==> src/rtl/rotary_input_decoder.sv <==
// rotary_input_decoder
//   Front end for a quadrature rotary encoder with a push button. The raw pins are
//   synchronised into the clk domain. Detents become single-cycle right/left
//   pulses. A bounded position counter with preload tracks the encoder. The button
//   is debounced into held/press/release/long-press events. Every output is
//   registered.
//
// Ports
//   clk_i          system clock (single domain)
//   reset_i        synchronous, active-high reset
//   rotA_i/rotB_i  quadrature pins, asynchronous
//   rotCenter_i    push-button pin, active high, asynchronous
//   load_i         load position from load_value_i (wins over a same-cycle step)
//   load_value_i   preset value for position
//   right_o        one-cycle pulse per clockwise detent
//   left_o         one-cycle pulse per counter-clockwise detent
//   position_o     current encoder position
//   held_o         level, debounced button down
//   press_o        one-cycle pulse when held_o rises
//   release_o      one-cycle pulse when held_o falls
//   long_press_o   one-cycle pulse, at most once per press
module rotary_input_decoder #(
    parameter int unsigned DEBOUNCE_CYCLES   = 4095,
    parameter int unsigned LONG_PRESS_CYCLES = 25_000_000,
    parameter int unsigned POS_WIDTH         = 8,
    parameter bit          WRAP              = 1'b1,
    parameter int unsigned RESET_POS         = 0
) (
    input  logic                 clk_i,
    input  logic                 reset_i,
    input  logic                 rotA_i,
    input  logic                 rotB_i,
    input  logic                 rotCenter_i,
    input  logic                 load_i,
    input  logic [POS_WIDTH-1:0] load_value_i,
    output logic                 right_o,
    output logic                 left_o,
    output logic [POS_WIDTH-1:0] position_o,
    output logic                 held_o,
    output logic                 press_o,
    output logic                 release_o,
    output logic                 long_press_o
);

    localparam int unsigned DBW = $clog2(DEBOUNCE_CYCLES + 1);
    localparam int unsigned LPW = $clog2(LONG_PRESS_CYCLES + 1);

    localparam logic [DBW-1:0]       DB_MAX   = DBW'(DEBOUNCE_CYCLES);
    localparam logic [DBW-1:0]       DB_LAST  = DBW'(DEBOUNCE_CYCLES - 1);
    localparam logic [LPW-1:0]       LP_MAX   = LPW'(LONG_PRESS_CYCLES);
    localparam logic [LPW-1:0]       LP_LAST  = LPW'(LONG_PRESS_CYCLES - 1);
    localparam logic [POS_WIDTH-1:0] POS_ONE  = POS_WIDTH'(1);
    localparam logic [POS_WIDTH-1:0] POS_TOP  = {POS_WIDTH{1'b1}};
    localparam logic [POS_WIDTH-1:0] POS_RST  = POS_WIDTH'(RESET_POS);

    // Two-flop synchronisers
    logic a_meta_q, a_s_q, b_meta_q, b_s_q, btn_meta_q, btn_s_q;

    // Detent filter and step generation
    logic           q1_q, q1_d, q2_q, q2_d, q1_dly_q;
    logic [1:0]     fill_q, fill_d;
    logic           armed_q, armed_d;
    logic           step;
    logic           right_q, right_d, left_q, left_d;
    logic [POS_WIDTH-1:0] pos_q, pos_d;

    // Button
    logic [DBW-1:0] db_cnt_q, db_cnt_d;
    logic [LPW-1:0] lp_cnt_q, lp_cnt_d;
    logic           held_q, held_d, press_q, press_d;
    logic           release_q, release_d, long_q, long_d;

    always_comb begin
        q1_d   = q1_q;
        q2_d   = q2_q;
        unique case ({b_s_q, a_s_q})
            2'b00: q1_d = 1'b0;
            2'b11: q1_d = 1'b1;
            2'b01: q2_d = 1'b0;
            default: q2_d = 1'b1;
        endcase

        // fill_q reaches 3 once q1 holds a value derived from real pin samples
        // rather than the reset contents of the synchronisers. Arming only on a
        // genuine q1==0 keeps pins resting at 11 through reset from being
        // mistaken for a fresh detent.
        fill_d  = (fill_q == 2'd3) ? fill_q : fill_q + 2'd1;
        armed_d = armed_q | ((fill_q == 2'd3) & ~q1_q);

        step    = armed_q & q1_q & ~q1_dly_q;
        right_d = step & q2_q;
        left_d  = step & ~q2_q;

        pos_d = pos_q;
        if (load_i) begin
            pos_d = load_value_i;
        end else if (right_d) begin
            if (WRAP || pos_q != POS_TOP) pos_d = pos_q + POS_ONE;
        end else if (left_d) begin
            if (WRAP || pos_q != '0) pos_d = pos_q - POS_ONE;
        end
    end

    always_comb begin
        db_cnt_d  = db_cnt_q;
        held_d    = held_q;
        press_d   = 1'b0;
        release_d = 1'b0;
        if (!btn_s_q) begin
            db_cnt_d = '0;
            if (held_q) begin
                held_d    = 1'b0;
                release_d = 1'b1;
            end
        end else begin
            if (db_cnt_q != DB_MAX) db_cnt_d = db_cnt_q + 1'b1;
            // Count is about to reach the threshold on this edge.
            if (db_cnt_q == DB_LAST) begin
                held_d  = 1'b1;
                press_d = 1'b1;
            end
        end

        // Long-press counter runs only while held and the pin is still high;
        // the cycle that drops held clears it.
        lp_cnt_d = '0;
        long_d   = 1'b0;
        if (held_q && btn_s_q) begin
            lp_cnt_d = (lp_cnt_q != LP_MAX) ? lp_cnt_q + 1'b1 : lp_cnt_q;
            long_d   = (lp_cnt_q == LP_LAST);
        end
    end

    always_ff @(posedge clk_i) begin
        if (reset_i) begin
            a_meta_q   <= 1'b0;
            a_s_q      <= 1'b0;
            b_meta_q   <= 1'b0;
            b_s_q      <= 1'b0;
            btn_meta_q <= 1'b0;
            btn_s_q    <= 1'b0;
            q1_q       <= 1'b0;
            q2_q       <= 1'b0;
            q1_dly_q   <= 1'b0;
            fill_q     <= 2'd0;
            armed_q    <= 1'b0;
            right_q    <= 1'b0;
            left_q     <= 1'b0;
            pos_q      <= POS_RST;
            db_cnt_q   <= '0;
            lp_cnt_q   <= '0;
            held_q     <= 1'b0;
            press_q    <= 1'b0;
            release_q  <= 1'b0;
            long_q     <= 1'b0;
        end else begin
            a_meta_q   <= rotA_i;
            a_s_q      <= a_meta_q;
            b_meta_q   <= rotB_i;
            b_s_q      <= b_meta_q;
            btn_meta_q <= rotCenter_i;
            btn_s_q    <= btn_meta_q;
            q1_q       <= q1_d;
            q2_q       <= q2_d;
            q1_dly_q   <= q1_q;
            fill_q     <= fill_d;
            armed_q    <= armed_d;
            right_q    <= right_d;
            left_q     <= left_d;
            pos_q      <= pos_d;
            db_cnt_q   <= db_cnt_d;
            lp_cnt_q   <= lp_cnt_d;
            held_q     <= held_d;
            press_q    <= press_d;
            release_q  <= release_d;
            long_q     <= long_d;
        end
    end

    assign right_o      = right_q;
    assign left_o       = left_q;
    assign position_o   = pos_q;
    assign held_o       = held_q;
    assign press_o      = press_q;
    assign release_o    = release_q;
    assign long_press_o = long_q;

endmodule
==> config.mk <==
export PLATFORM = sky130hd
export DESIGN_NAME = rotary_input_decoder
export DESIGN_NICKNAME = d
export VERILOG_FILES = /design/src/rtl/rotary_input_decoder.sv
export SDC_FILE = /design/constraint.sdc
export NUM_CORES = 1
export LEC_CHECK = 0
export ABC_CLOCK_PERIOD_IN_PS = 4700
export CAP_MARGIN = 20
export CORE_UTILIZATION = 33
export DETAILED_ROUTE_END_ITERATION = 10
export GPL_ROUTABILITY_DRIVEN = 1
export SYNTH_ARGS = -nofsm -noshare
export SYNTH_HDL_FRONTEND = slang
export SYNTH_SLANG_ARGS = --single-unit
==> constraint.sdc <==
create_clock -name clk_i -period 4.7 [get_ports clk_i]
set_input_delay 0.94 -clock clk_i [delete_from_list [all_inputs] [get_ports clk_i]]
set_output_delay 0.94 -clock clk_i [all_outputs]
set_load 0.01 [all_outputs]
==> results.toml <==
[global_route]
grt_antenna_before_repair = 0
grt_pass1_wl_mm = 10.6
first_global_vias = 2297
grt_usage = 0.134
grt_max_degree = 28
globalRouteOverflowTotal = 0

[routing]
wl_mm = 6.31
drt-pass1-iter-count = 4
ant_nets = 0
via_per_inst = 5.28
initialDrtViolationCount = 91
vias = 2564
route.detailed.drc = 0
wl_per_cell_um = 13.0

[critical_path]
cp_data_arrival_time_ns = 3.00
crit_fanout = 27
crit_chain = "clkdlybuf4s50_1, buf_4, nor2b_1, nand2_1, nor4_1"
max_stage_delay_ns = 0.62
startpoint_type = "input port"
endpoint_kind = "register"
required_ns = 4.95
crit_type = "in -> reg"
cp_slowest_cell = "nand2_1"

[floorplanning]
initial_utilization = 0.339
die_h_um = 98.9
dieArea_sq_mm = 0.00979
ioPinCount = 28
core_region_area_sq_mm = 0.00915
die_w_um = 98.9
row_count = 35

[yosys]
yosysSeqAreaShare = 0.407
synth_cell_type_count = 56
ys_ff_latch = 63
syn_area_sq_mm = 0.00310
synth_top_flop_cell = "dfxtp_1"
synth_edf_count = 0
synthArstFlopShare = 0
syn_nets = 377
avgSynthCellArea_sq_um = 8.91
synth_cells = 348
synth_warnings = 0

[timing]
setup_viol = 0
fin_tns_setup_ns = 0
post-route-period-util = 0.586
drv_slew = 0
fin_skew_ns = 0.0106
hold_viol = 0
grt_setup_unrepaired = "no"
layout_min_cycle_time_ns = 2.75
slew-limit-headroom = 0.426
max_freq_mhz = 363
worstMarginPinSlew_ns = 0.859

[cts]
holdBufCountCts = 0
clock-root-buffer = "clkbuf_8"
clock_path_buffers = 2
cts_sinks = 63
ctsResizeCount = 0
numCtsBuffers = 9
cts_tree = "built"
clkLatencyLatePin_ns = 0.35
clkTransAtPathRegs_ns = 0.08
cts.htree.levels = 3
post-cts-setup-buffer-count = 0

[cells_and_area]
final_common_cell = "dfxtp_1"
diodes = 0
area_growth_syn_to_layout_pct = 16.5
fillCellCount = 928
finalNetCount = 399
stdcell_area_sq_mm = 0.00361
layout-drive-gt1-share = 0.0667
mostFrequentLayoutCells = "63 x dfxtp_1, 29 x nor2_1, 27 x clkdlybuf4s50_1"
finalNonFillerCells = 486

[job]
drv_cap = 0

[power_and_ir_drop]
power_uw = 1070
powerDensity_mw_per_mm2 = 295
vdd_ir_drop_max_mv = 0.168
leakage_uw = 0.00127

[worst_hold_path]
min_path_type = "reg -> reg"

[status]
outcome = "finished, final reports clean"

[placement]
port_buffers = 27
gp_congestion = 0.772
dp_hpwl_mm = 4.38
dpl_cell_area_sq_mm = 0.00343
dpl.cell_count = 470
layer usage:
layer,track usage,vias to the layer above,part of all wire
li1,-,1310,-
met5,0,-,0
met1,0.167,1212,0.49
met2,0.216,34,0.47
met4,0.0528,0,0.014
met3,0.0433,8,0.032
power by group:
part / switching, uW / leakage, uW / internal [uW]
registers: 9.90 / 0.000511 / 546
logic: 39.1 / 0.000667 / 45.6
clock network: 228 / 0.0000902 / 196
cell families (layout without fill, tap and decap cells):
| group | count (synthesis) | count (layout) | synth area share |
|---|---|---|---|
| AO/OA/AOI/OAI | 73 | 73 | 0.150 |
| XOR/XNOR | 16 | 16 | 0.0452 |
| adder cells (fa/ha/maj) | 15 | 15 | 0.0630 |
| buffers and inverters | 30 | 57 | 0.0428 |
| flip-flops | 63 | 63 | 0.407 |
| multiplexers | 8 | 8 | 0.0262 |
| AND/OR/NAND/NOR | 143 | 143 | 0.266 |
flip-flops by register name, summed over array words and instances, names as in the netlist, 2 cells and up:
name        flops
lp_cnt_q       25
db_cnt_q       12
position_o      8
fill_q          2
Yosys cell counts, drive strengths merged (3+ instances only):
master / n / area, sq um
dfxtp: 63 / 1260
nor2: 29 / 109
a21oi: 26 / 130
nand2: 18 / 70.1
nand3: 16 / 85.1
ha: 14 / 175
o21ai: 14 / 70.1
inv: 13 / 48.8
nor2b: 13 / 81.3
xor2: 12 / 105
clkbuf: 11 / 42.5
nand4: 9 / 77.6
or3: 9 / 56.3
and4: 7 / 61.3
mux2i: 7 / 70.1
nor3: 7 / 40.0
o31ai: 7 / 52.6
or4: 7 / 52.6
buf: 6 / 41.3
and3: 5 / 31.3
nor4: 5 / 31.3
a31oi: 4 / 25.0
nand2b: 4 / 25.0
xnor2: 4 / 35.0
a211oi: 3 / 22.5
a221oi: 3 / 26.3
and2: 3 / 18.8
nand3b: 3 / 22.5
path summary, 6_finish.rpt:
check             startpoint       endpoint  slack (ns)  cells after the start
setup / recovery     reset_i   long_press_o        1.95                      5
setup reg to reg        q1_q  position_o[7]        2.20                      6
hold reg to reg     a_meta_q          a_s_q        0.44                      1
hold / removal      a_meta_q          a_s_q        0.44                      1
stage by stage:
step	setup slack, ns	util	hold WS [ns]
CTS	1.95	0.395	0.445
global route	1.78	0.395	0.469
floorplan	2.60	-	0.412
finish	1.95	0.395	0.442
detailed placement	1.60	0.375	0.426
global placement	1.63	0.375	0.419
final cells by class:
class	instances	area, sq um	share of cell area
Sequential cell	63	1260	0.349
Tap cell	111	139	0.0384
Inverter	13	48.8	0.0135
Clock buffer	9	124	0.0343
Clock inverter	7	56.3	0.0156
Timing Repair Buffer	28	278	0.0769
Multi-Input combinational cell	255	1710	0.472
critical path: cells and delay by family:
family,cells,cell delay (ns)
simple gates,3,1.44
buf+inv,2,0.62
No activity file was read; power rests on OpenSTA's default activity.
